===== config.mk =====
export PLATFORM = sky130hd
export DESIGN_NAME = dsk_dma_reader
export DESIGN_NICKNAME = d
export VERILOG_FILES = /design/src/rtl/dsk_pkg.sv /design/src/rtl/dsk_word_fifo.sv /design/src/rtl/dsk_dma_reader.sv
export SDC_FILE = /design/constraint.sdc
export NUM_CORES = 1
export LEC_CHECK = 0
export ABC_AREA = 1
export BUFFER_PORTS_ARGS = -buffer_cell sky130_fd_sc_hd__buf_2
export CAP_MARGIN = 20
export CORE_AREA = 8 8 89 131
export CTS_BUF_LIST = sky130_fd_sc_hd__clkbuf_4
export CTS_CLUSTER_SIZE = 8
export DETAILED_ROUTE_END_ITERATION = 8
export DIE_AREA = 0 0 97 139
export PLACE_DENSITY = 0.85
export SETUP_SLACK_MARGIN = 0.1
export SYNTH_ARGS = -nofsm -noshare
export SYNTH_HDL_FRONTEND = slang
export SYNTH_SLANG_ARGS = --single-unit

===== constraint.sdc =====
create_clock -name clk -period 2.5 [get_ports clk]
set_input_delay 0.75 -clock clk [delete_from_list [all_inputs] [get_ports clk]]
set_output_delay 0.75 -clock clk [all_outputs]
set_load 0.1 [all_outputs]

===== src/rtl/dsk_pkg.sv =====
// Shared types and widths for the floppy image DMA reader.
package dsk_pkg;
   localparam int WORD_W        = 16;
   localparam int ADDR_W        = 22;
   localparam int LEN_W_DEFAULT = 13;

   typedef enum logic [1:0] {
      IDLE,
      FETCH,
      DRAIN
   } state_t;
endpackage


===== src/rtl/dsk_word_fifo.sv =====
// Small show-ahead word FIFO: head word is visible on dout whenever not empty.
module dsk_word_fifo
   import dsk_pkg::*;
#(
   parameter int FIFO_AW = 2
) (
   input  logic              clk,
   input  logic              reset,
   input  logic              push,
   input  logic              pop,
   input  logic              flush,
   input  logic [WORD_W-1:0] din,
   output logic [WORD_W-1:0] dout,
   output logic              full,
   output logic              empty,
   output logic [FIFO_AW:0]  level
);
   localparam int DEPTH = 1 << FIFO_AW;
   localparam logic [FIFO_AW-1:0] PTR_ONE   = (FIFO_AW)'(1);
   localparam logic [FIFO_AW:0]   CNT_ONE   = (FIFO_AW+1)'(1);
   localparam logic [FIFO_AW:0]   CNT_DEPTH = (FIFO_AW+1)'(DEPTH);

   logic [WORD_W-1:0]  mem_q [DEPTH];
   logic [FIFO_AW-1:0] wr_ptr_q, wr_ptr_d;
   logic [FIFO_AW-1:0] rd_ptr_q, rd_ptr_d;
   logic [FIFO_AW:0]   count_q, count_d;
   logic               push_ok, pop_ok;

   assign full    = (count_q == CNT_DEPTH);
   assign empty   = (count_q == '0);
   assign level   = count_q;
   assign dout    = mem_q[rd_ptr_q];
   // A flush wins over any same-cycle push or pop.
   assign push_ok = push && !full && !flush;
   assign pop_ok  = pop && !empty && !flush;

   always_comb begin
      wr_ptr_d = wr_ptr_q;
      rd_ptr_d = rd_ptr_q;
      count_d  = count_q;
      if (flush) begin
         wr_ptr_d = '0;
         rd_ptr_d = '0;
         count_d  = '0;
      end else begin
         if (push_ok) wr_ptr_d = wr_ptr_q + PTR_ONE;
         if (pop_ok)  rd_ptr_d = rd_ptr_q + PTR_ONE;
         case ({push_ok, pop_ok})
            2'b10:   count_d = count_q + CNT_ONE;
            2'b01:   count_d = count_q - CNT_ONE;
            default: count_d = count_q;
         endcase
      end
   end

   always_ff @(posedge clk) begin
      if (reset) begin
         wr_ptr_q <= '0;
         rd_ptr_q <= '0;
         count_q  <= '0;
      end else begin
         wr_ptr_q <= wr_ptr_d;
         rd_ptr_q <= rd_ptr_d;
         count_q  <= count_d;
      end
   end

   always_ff @(posedge clk) begin
      if (push_ok) mem_q[wr_ptr_q] <= din;
   end
endmodule


===== src/rtl/dsk_dma_reader.sv =====
// Floppy image read requester: fetches a run of words on granted RAM slots
// and streams them out as bytes, high byte first.
module dsk_dma_reader
   import dsk_pkg::*;
#(
   parameter int FIFO_AW = 2,
   parameter int LEN_W   = LEN_W_DEFAULT
) (
   input  logic              clk,
   input  logic              reset,
   input  logic              start,
   input  logic              abort,
   input  logic [ADDR_W-1:0] startAddr,
   input  logic [LEN_W-1:0]  wordCount,
   output logic [ADDR_W-1:0] dskReadAddr,
   input  logic              dskReadAck,
   input  logic              memoryLatch,
   input  logic [WORD_W-1:0] memDataIn,
   output logic              byteValid,
   output logic [7:0]        byteData,
   input  logic              byteReady,
   output logic              busy,
   output logic              done
);
   localparam logic [ADDR_W-1:0] ADDR_LSB  = (ADDR_W)'(1);
   localparam logic [ADDR_W-1:0] ADDR_TWO  = (ADDR_W)'(2);
   localparam logic [LEN_W-1:0]  LEN_ONE   = (LEN_W)'(1);
   localparam logic [FIFO_AW:0]  LEVEL_ONE = (FIFO_AW+1)'(1);

   state_t             state_q, state_d;
   logic [ADDR_W-1:0]  addr_q, addr_d;
   logic [LEN_W-1:0]   remaining_q, remaining_d;
   logic               phase_q, phase_d;   // 0 = high byte shown, 1 = low byte
   logic               done_q, done_d;

   logic               fifo_push, fifo_pop;
   logic [WORD_W-1:0]  fifo_dout;
   logic               fifo_full, fifo_empty;
   logic [FIFO_AW:0]   fifo_level;
   logic               slot_taken, byte_fire, last_byte;

   // A full FIFO skips the slot, leaving the address put so the word is re-read.
   assign slot_taken = (state_q == FETCH) && dskReadAck && memoryLatch && !fifo_full;
   assign byte_fire  = !fifo_empty && byteReady;
   assign fifo_pop   = byte_fire && phase_q;
   assign fifo_push  = slot_taken && !abort;
   assign last_byte  = fifo_pop && (fifo_level == LEVEL_ONE);

   dsk_word_fifo #(
      .FIFO_AW (FIFO_AW)
   ) u_fifo (
      .clk   (clk),
      .reset (reset),
      .push  (fifo_push),
      .pop   (fifo_pop),
      .flush (abort),
      .din   (memDataIn),
      .dout  (fifo_dout),
      .full  (fifo_full),
      .empty (fifo_empty),
      .level (fifo_level)
   );

   always_comb begin
      state_d     = state_q;
      addr_d      = addr_q;
      remaining_d = remaining_q;
      phase_d     = phase_q;
      done_d      = 1'b0;
      if (abort) begin
         state_d = IDLE;
         phase_d = 1'b0;
      end else begin
         if (byte_fire) phase_d = !phase_q;
         case (state_q)
            IDLE: begin
               if (start) begin
                  addr_d      = startAddr & ~ADDR_LSB;
                  remaining_d = wordCount;
                  if (wordCount == '0) done_d  = 1'b1;
                  else                 state_d = FETCH;
               end
            end
            FETCH: begin
               if (slot_taken) begin
                  addr_d      = addr_q + ADDR_TWO;
                  remaining_d = remaining_q - LEN_ONE;
                  if (remaining_q == LEN_ONE) state_d = DRAIN;
               end
            end
            DRAIN: begin
               if (last_byte) begin
                  done_d  = 1'b1;
                  state_d = IDLE;
               end
            end
            default: state_d = IDLE;
         endcase
      end
   end

   always_ff @(posedge clk) begin
      if (reset) begin
         state_q     <= IDLE;
         addr_q      <= '0;
         remaining_q <= '0;
         phase_q     <= 1'b0;
         done_q      <= 1'b0;
      end else begin
         state_q     <= state_d;
         addr_q      <= addr_d;
         remaining_q <= remaining_d;
         phase_q     <= phase_d;
         done_q      <= done_d;
      end
   end

   assign dskReadAddr = addr_q;
   assign byteValid   = !fifo_empty;
   assign byteData    = fifo_empty ? 8'h00 : (phase_q ? fifo_dout[7:0] : fifo_dout[15:8]);
   assign busy        = (state_q != IDLE);
   assign done        = done_q;
endmodule


# Yosys cells after proc, flatten, opt, wreduce, memory -nomap -nowiden

Memory sizes are Yosys's and may differ from the RTL's. A register that Yosys moved wholly into a read port is not among the register bits.
Cells that the tools add are included.
Widths: inputs -> output; s select.

Reductions and logical operators: 24
Equal/unequal tests: 12
Magnitude comparators: 0
Divide/modulo/power cells: 0
Shift-type cells: 0
Mux-type cells: 23
Add/subtract/negate cells: 6
Bitwise gates (word level): 1
Multipliers: 0

Operators by type and width:

| cell                  | count |
|---|---|
| $mux 22               | 2 |
| $pmux 22 s2           | 1 |
| $mux 13               | 2 |
| $pmux 13 s2           | 1 |
| $add 22x2->22 const B | 1 |
| $mux 8                | 2 |
| $mux 2                | 7 |
| $eq 13x1->1 const B   | 1 |
| $logic_not 13->1      | 1 |
| $sub 13x1->13 const B | 1 |
| $logic_and 1x1->1     | 11 |
| $ne 2x2->1 const B    | 4 |
| $pmux 2 s3            | 1 |
| $pmux 3 s2            | 1 |
| $reduce_bool 2->1     | 3 |
| $mux 1                | 5 |
| $reduce_and 5->1      | 1 |
| $add 2x1->2 const B   | 2 |
| $eq 2x1->1 const B    | 2 |
| $eq 2x2->1 const B    | 2 |
| $logic_not 1->1       | 4 |
| $reduce_and 4->1      | 1 |
| $add 3x1->3 const B   | 1 |
| $eq 3x1->1 const B    | 1 |
| 8 further kinds       | 8 |

Word-level logic and storage cells: 75
Memory bits (read-only): 0
Register bits after elaboration: 46
Latch bits: 0
Memory bits (writable): 64
Memories: 1

Memory list:

| memory       | words | width | rd ports | clocked after Yosys merged registers in | write ports | line                | source |
|---|---|---|---|---|---|---|---|
| u_fifo.mem_q | 4     | 16    | 1        | 1                                       | 1           | dsk_word_fifo.sv:23 | `logic [WORD_W-1:0] mem_q [DEPTH];` |

# Logic depth before layout (Yosys ltp)

Depth in word-level cells: 9
Mapped depth: 13
Depth with buffers taken out: 13

# Cells and area by module

A second synthesis with hierarchy kept.

Cells, all modules: 717
Area, all modules: 5,713.0 um^2

By module, submodules not included:

| module         | cells an instance | instances | seq. area each (um^2) | area an instance (um^2) |
|---|---|---|---|---|
| dsk_word_fifo  | 230               | 1         | 2,102.0               | 2,866.5 |
| dsk_dma_reader | 487               | 1         | 760.7                 | 2,846.5 |

# Least setup slack after synthesis

No wires, ideal clock.

Kind: reg2out
From: register u_fifo.count_q[0] (netlist: u_fifo.level[0])
To: output byteData[0]
Stages on the path, launching flop included: 7
Path buffers: 1
Setup slack: -1.724 ns
Arrival: 3.474 ns
Path through: dfxtp_1 inv_1 ha_1 nand2_1 clkbuf_1 o21ai_0 a31oi_1

Cells in the longest elaborated chain, start to end: 2

Ends and longest elaborated chain:

| element                | line                  | source |
|---|---|---|
| from (decl)            | dsk_word_fifo.sv:26   | `logic [FIFO_AW:0] count_q, count_d;` |
| from (signal assigned) | dsk_word_fifo.sv:64   | `count_q <= count_d;` |
| $logic_not 3->1        | dsk_word_fifo.sv:30   | `assign empty = (count_q == '0);` |
| $mux 8                 | dsk_dma_reader.sv:120 | `assign byteData = fifo_empty ? 8'h00 : (phase_q ? fifo_dout[7:0] : fifo_dout[15:8]);` |
| to (decl)              | dsk_dma_reader.sv:20  | `output logic [7:0] byteData,` |

No other way between the ends.

==> results.txt <==
Slew margin rel. - 0.623
Clock slew at reported path FFs - 170 ps
WL final - 15,200 um
Ports - 91
Worst hold endpoint - u_fifo.mem_q[1][0]
CP bufs+invs - 2
Vias in the first global route - 5,360
Final Non-Filler Cells - 919
Clock sink count - 111
Cts hold-fix bufs - 0
Fmax - 0.377 GHz
DR vias - 5,296
Layout cells sized above 1 - 0.223
First-pass GRT wire length - 25,200 um
FF-to-FF Start - u_fifo.level[2]
RSZ-0062 raised after global routing - yes
Crit-path cells - buf_12 -> o21ai_0 -> o22ai_1 -> o21ai_2 -> a31oi_4 -> buf_12
GRT Total Usage - 0.225
Post-synth cell types - 36
CTS max path bufs - 2
Number of synthesized register bits - 111
Port buffer count - 88
Crit path max-delay cell type - dfxtp_4
Root Buffer - clkbuf_4
Register area share after synthesis - 0.511
CP startpoint kind - flop
Worst path top cell family by delay - compound AO/OA/AOI/OAI gates
Crit-path most repeated cell - buf_12
Initial antenna violation count - 0
DRC - 0
Post-route design area - 6900 um^2
Cell taking the most area after synthesis - edfxtp_1
RR Endpoint - u_fifo.level[2]
Post-DP Area - 6440 um^2
Total gr overflow - 0
Routed length per instance - 16.5 um
Skew-Pair Late Insertion Delay - 470 ps
Period Utilization, post-route - 1.06
Initial Util - 0.568
Critical Path Sink Type - output port
Crit path kind - reg -> out
Crit-path max FO - 20
Final setup margin - -149 ps
Multi-input gate area - 2560 um^2
Cell Rows - 45
RePlAce Congestion - 0.882
Die X - 97 um
Die Area - 13,500 um^2
Worst R2R Setup Slack - 380 ps
Worst vdd ir - 0.361 mV
Initial DRC Count - 306
Max incr delay on CP - 430 ps
Final setup fails - 8
Core area - 9850 um^2
Die Span Y - 139 um
Slew Viols, Final - 0
CTS tree - done
N_diodes - 0
Clk_skew - 10.3 ps
Final Core Density - 0.700
Mapped Avg Cell Area - 8.04 um^2
Worst hold-check path type - in -> reg
Area growth, synth to finish - 23.2%
Mapped Cells - 696
Final hold violations - 0
Top cell type's share of synthesized area - 0.343
Hold path cells - 1
Leakage - 2.72 nW
DP HPWL - 10,400 um
Detail Route Antenna Nets - 0
Vias per cell - 5.76
Leading cell type in the layout, fill and taps excluded - nor2_1
Max_cap viols - 0
YS warnings - 0
Least-Margin Pin Slew - 565 ps
WP data required - 1750 ps
Largest net degree at the start of global routing - 38
R2R cell count - 13
Status - finished with violations
PwrDens - 522 nW/um^2
Synthesized area - 5600 um^2
WP data arrival - 1900 ps
Final #Nets - 867
CTS Buf Count - 9
Ranking of synthesized cells by area - edfxtp_1, dfxtp_1, nor2_1, nand2_1, o21ai_0
Placed cell count - 890
DRT Pass-1 Iters - 5
WHS - 482 ps
Filler instances - 736
FF/Latch Area - 2870 um^2
CTS H-tree depth - 3
Synth Net Count - 766
Commonest non-fill, non-tap cells in the layout - nor2_1, nand2_1, buf_2
Crit path time final - 2650 ps
Startpoint of the worst hold path - memDataIn[0]
Total power - 3.60 mW
Violations in the final reports - negative setup slack
-- layout make-up --
cell class                      instances  share of cell area
Inverter                               67              0.0397
Clock buffer                            9             0.00980
Sequential cell                       111               0.416
Clock inverter                          7              0.0114
Multi-Input combinational cell        491               0.371
Timing Repair Buffer                  117               0.131
Tap cell                              117              0.0212
-- state kept, by name, summed over array words and instances, names as in the netlist, named ones only --
signal and count:
phase_q 1, state_q 2, u_fifo.level 3, u_fifo.wr_ptr_q 2, remaining_q 13, u_fifo.rd_ptr_q 2, done 1, dskReadAddr 21
u_fifo.mem_q 64
-- through the flow --
| step | worst slack, ps | TNS (ps) |
|---|---|---|
| global route | -216 | -1430 |
| CTS | -120 | -812 |
| floorplan | 81.3 | 0 |
| finish | -149 | -797 |
| detailed placement | 135 | 0 |
| global placement | 171 | 0 |
-- logic make-up (layout without fill, tap and decap cells) --
family          after synthesis  in the layout  synth area share
buf+inv                      95            200            0.0717
other cells                   1              1          0.000670
flops                       111            111             0.511
fa+ha+maj                    12             12            0.0268
simple gates                328            329             0.241
compound gates              145            145             0.142
xor+xnor                      4              4           0.00626
-- routing by layer --
layer / up-vias / part of all wire / global-route usage / routed length (um)
met5: - / 0 / 0 / 0
met4: 0 / 0.045 / 0.120 / 687
met3: 54 / 0.058 / 0.0384 / 885
met2: 218 / 0.53 / 0.406 / 8090
met1: 2489 / 0.36 / 0.241 / 5550
li1: 2535 / - / - / -
-- worst max path at each step --
stage / from / to / depth (start not counted)
6_report: flop / byteData[3] / 6
5_1_grt: flop / byteData[3] / 6
4_1_cts: flop / byteData[2] / 6
3_5_place_dp: u_fifo.level[0] / byteData[0] / 6
3_3_place_gp: u_fifo.level[0] / byteData[4] / 6
2_1_floorplan: u_fifo.level[0] / byteData[0] / 6
-- report_power, final --
group	leakage (nW)	internal, mW	switching, mW	total (mW)
clock network	0.0765	0.318	0.619	0.937
logic	1.68	0.169	0.466	0.635
registers	0.963	1.97	0.0559	2.03
total	2.72	2.46	1.14	3.60
-- synthesized netlist by cell type --
cell / number
a211oi_2: 1
a21boi_4: 1
a21oi_1: 41
a21oi_2: 2
a31oi_1: 8
and2_0: 2
and2_1: 1
buf_1: 2
buf_2: 7
buf_4: 3
buf_6: 3
clkbuf_1: 13
conb_1: 1
dfxtp_1: 47
edfxtp_1: 64
ha_1: 12
inv_1: 64
inv_2: 2
inv_4: 1
nand2_1: 118
nand2_2: 1
nand2_4: 1
nand3_1: 49
nand3b_1: 2
nand4_1: 9
nor2_1: 138
nor2_2: 2
nor3_1: 5
o211ai_1: 2
o21a_1: 3
o21ai_0: 70
o21ai_1: 4
o21bai_1: 1
o22ai_1: 12
xnor2_1: 2
xor2_1: 2
-- timing repair --
item / CTS / global route
cloned: 3 / 0
endpoints found under the setup margin: 9 / 9
pin swaps: 6 / 3
buffers inserted: 9 / 1
resized for setup: 62 / 7
Note: power is estimated with default switching activity, not from simulation.
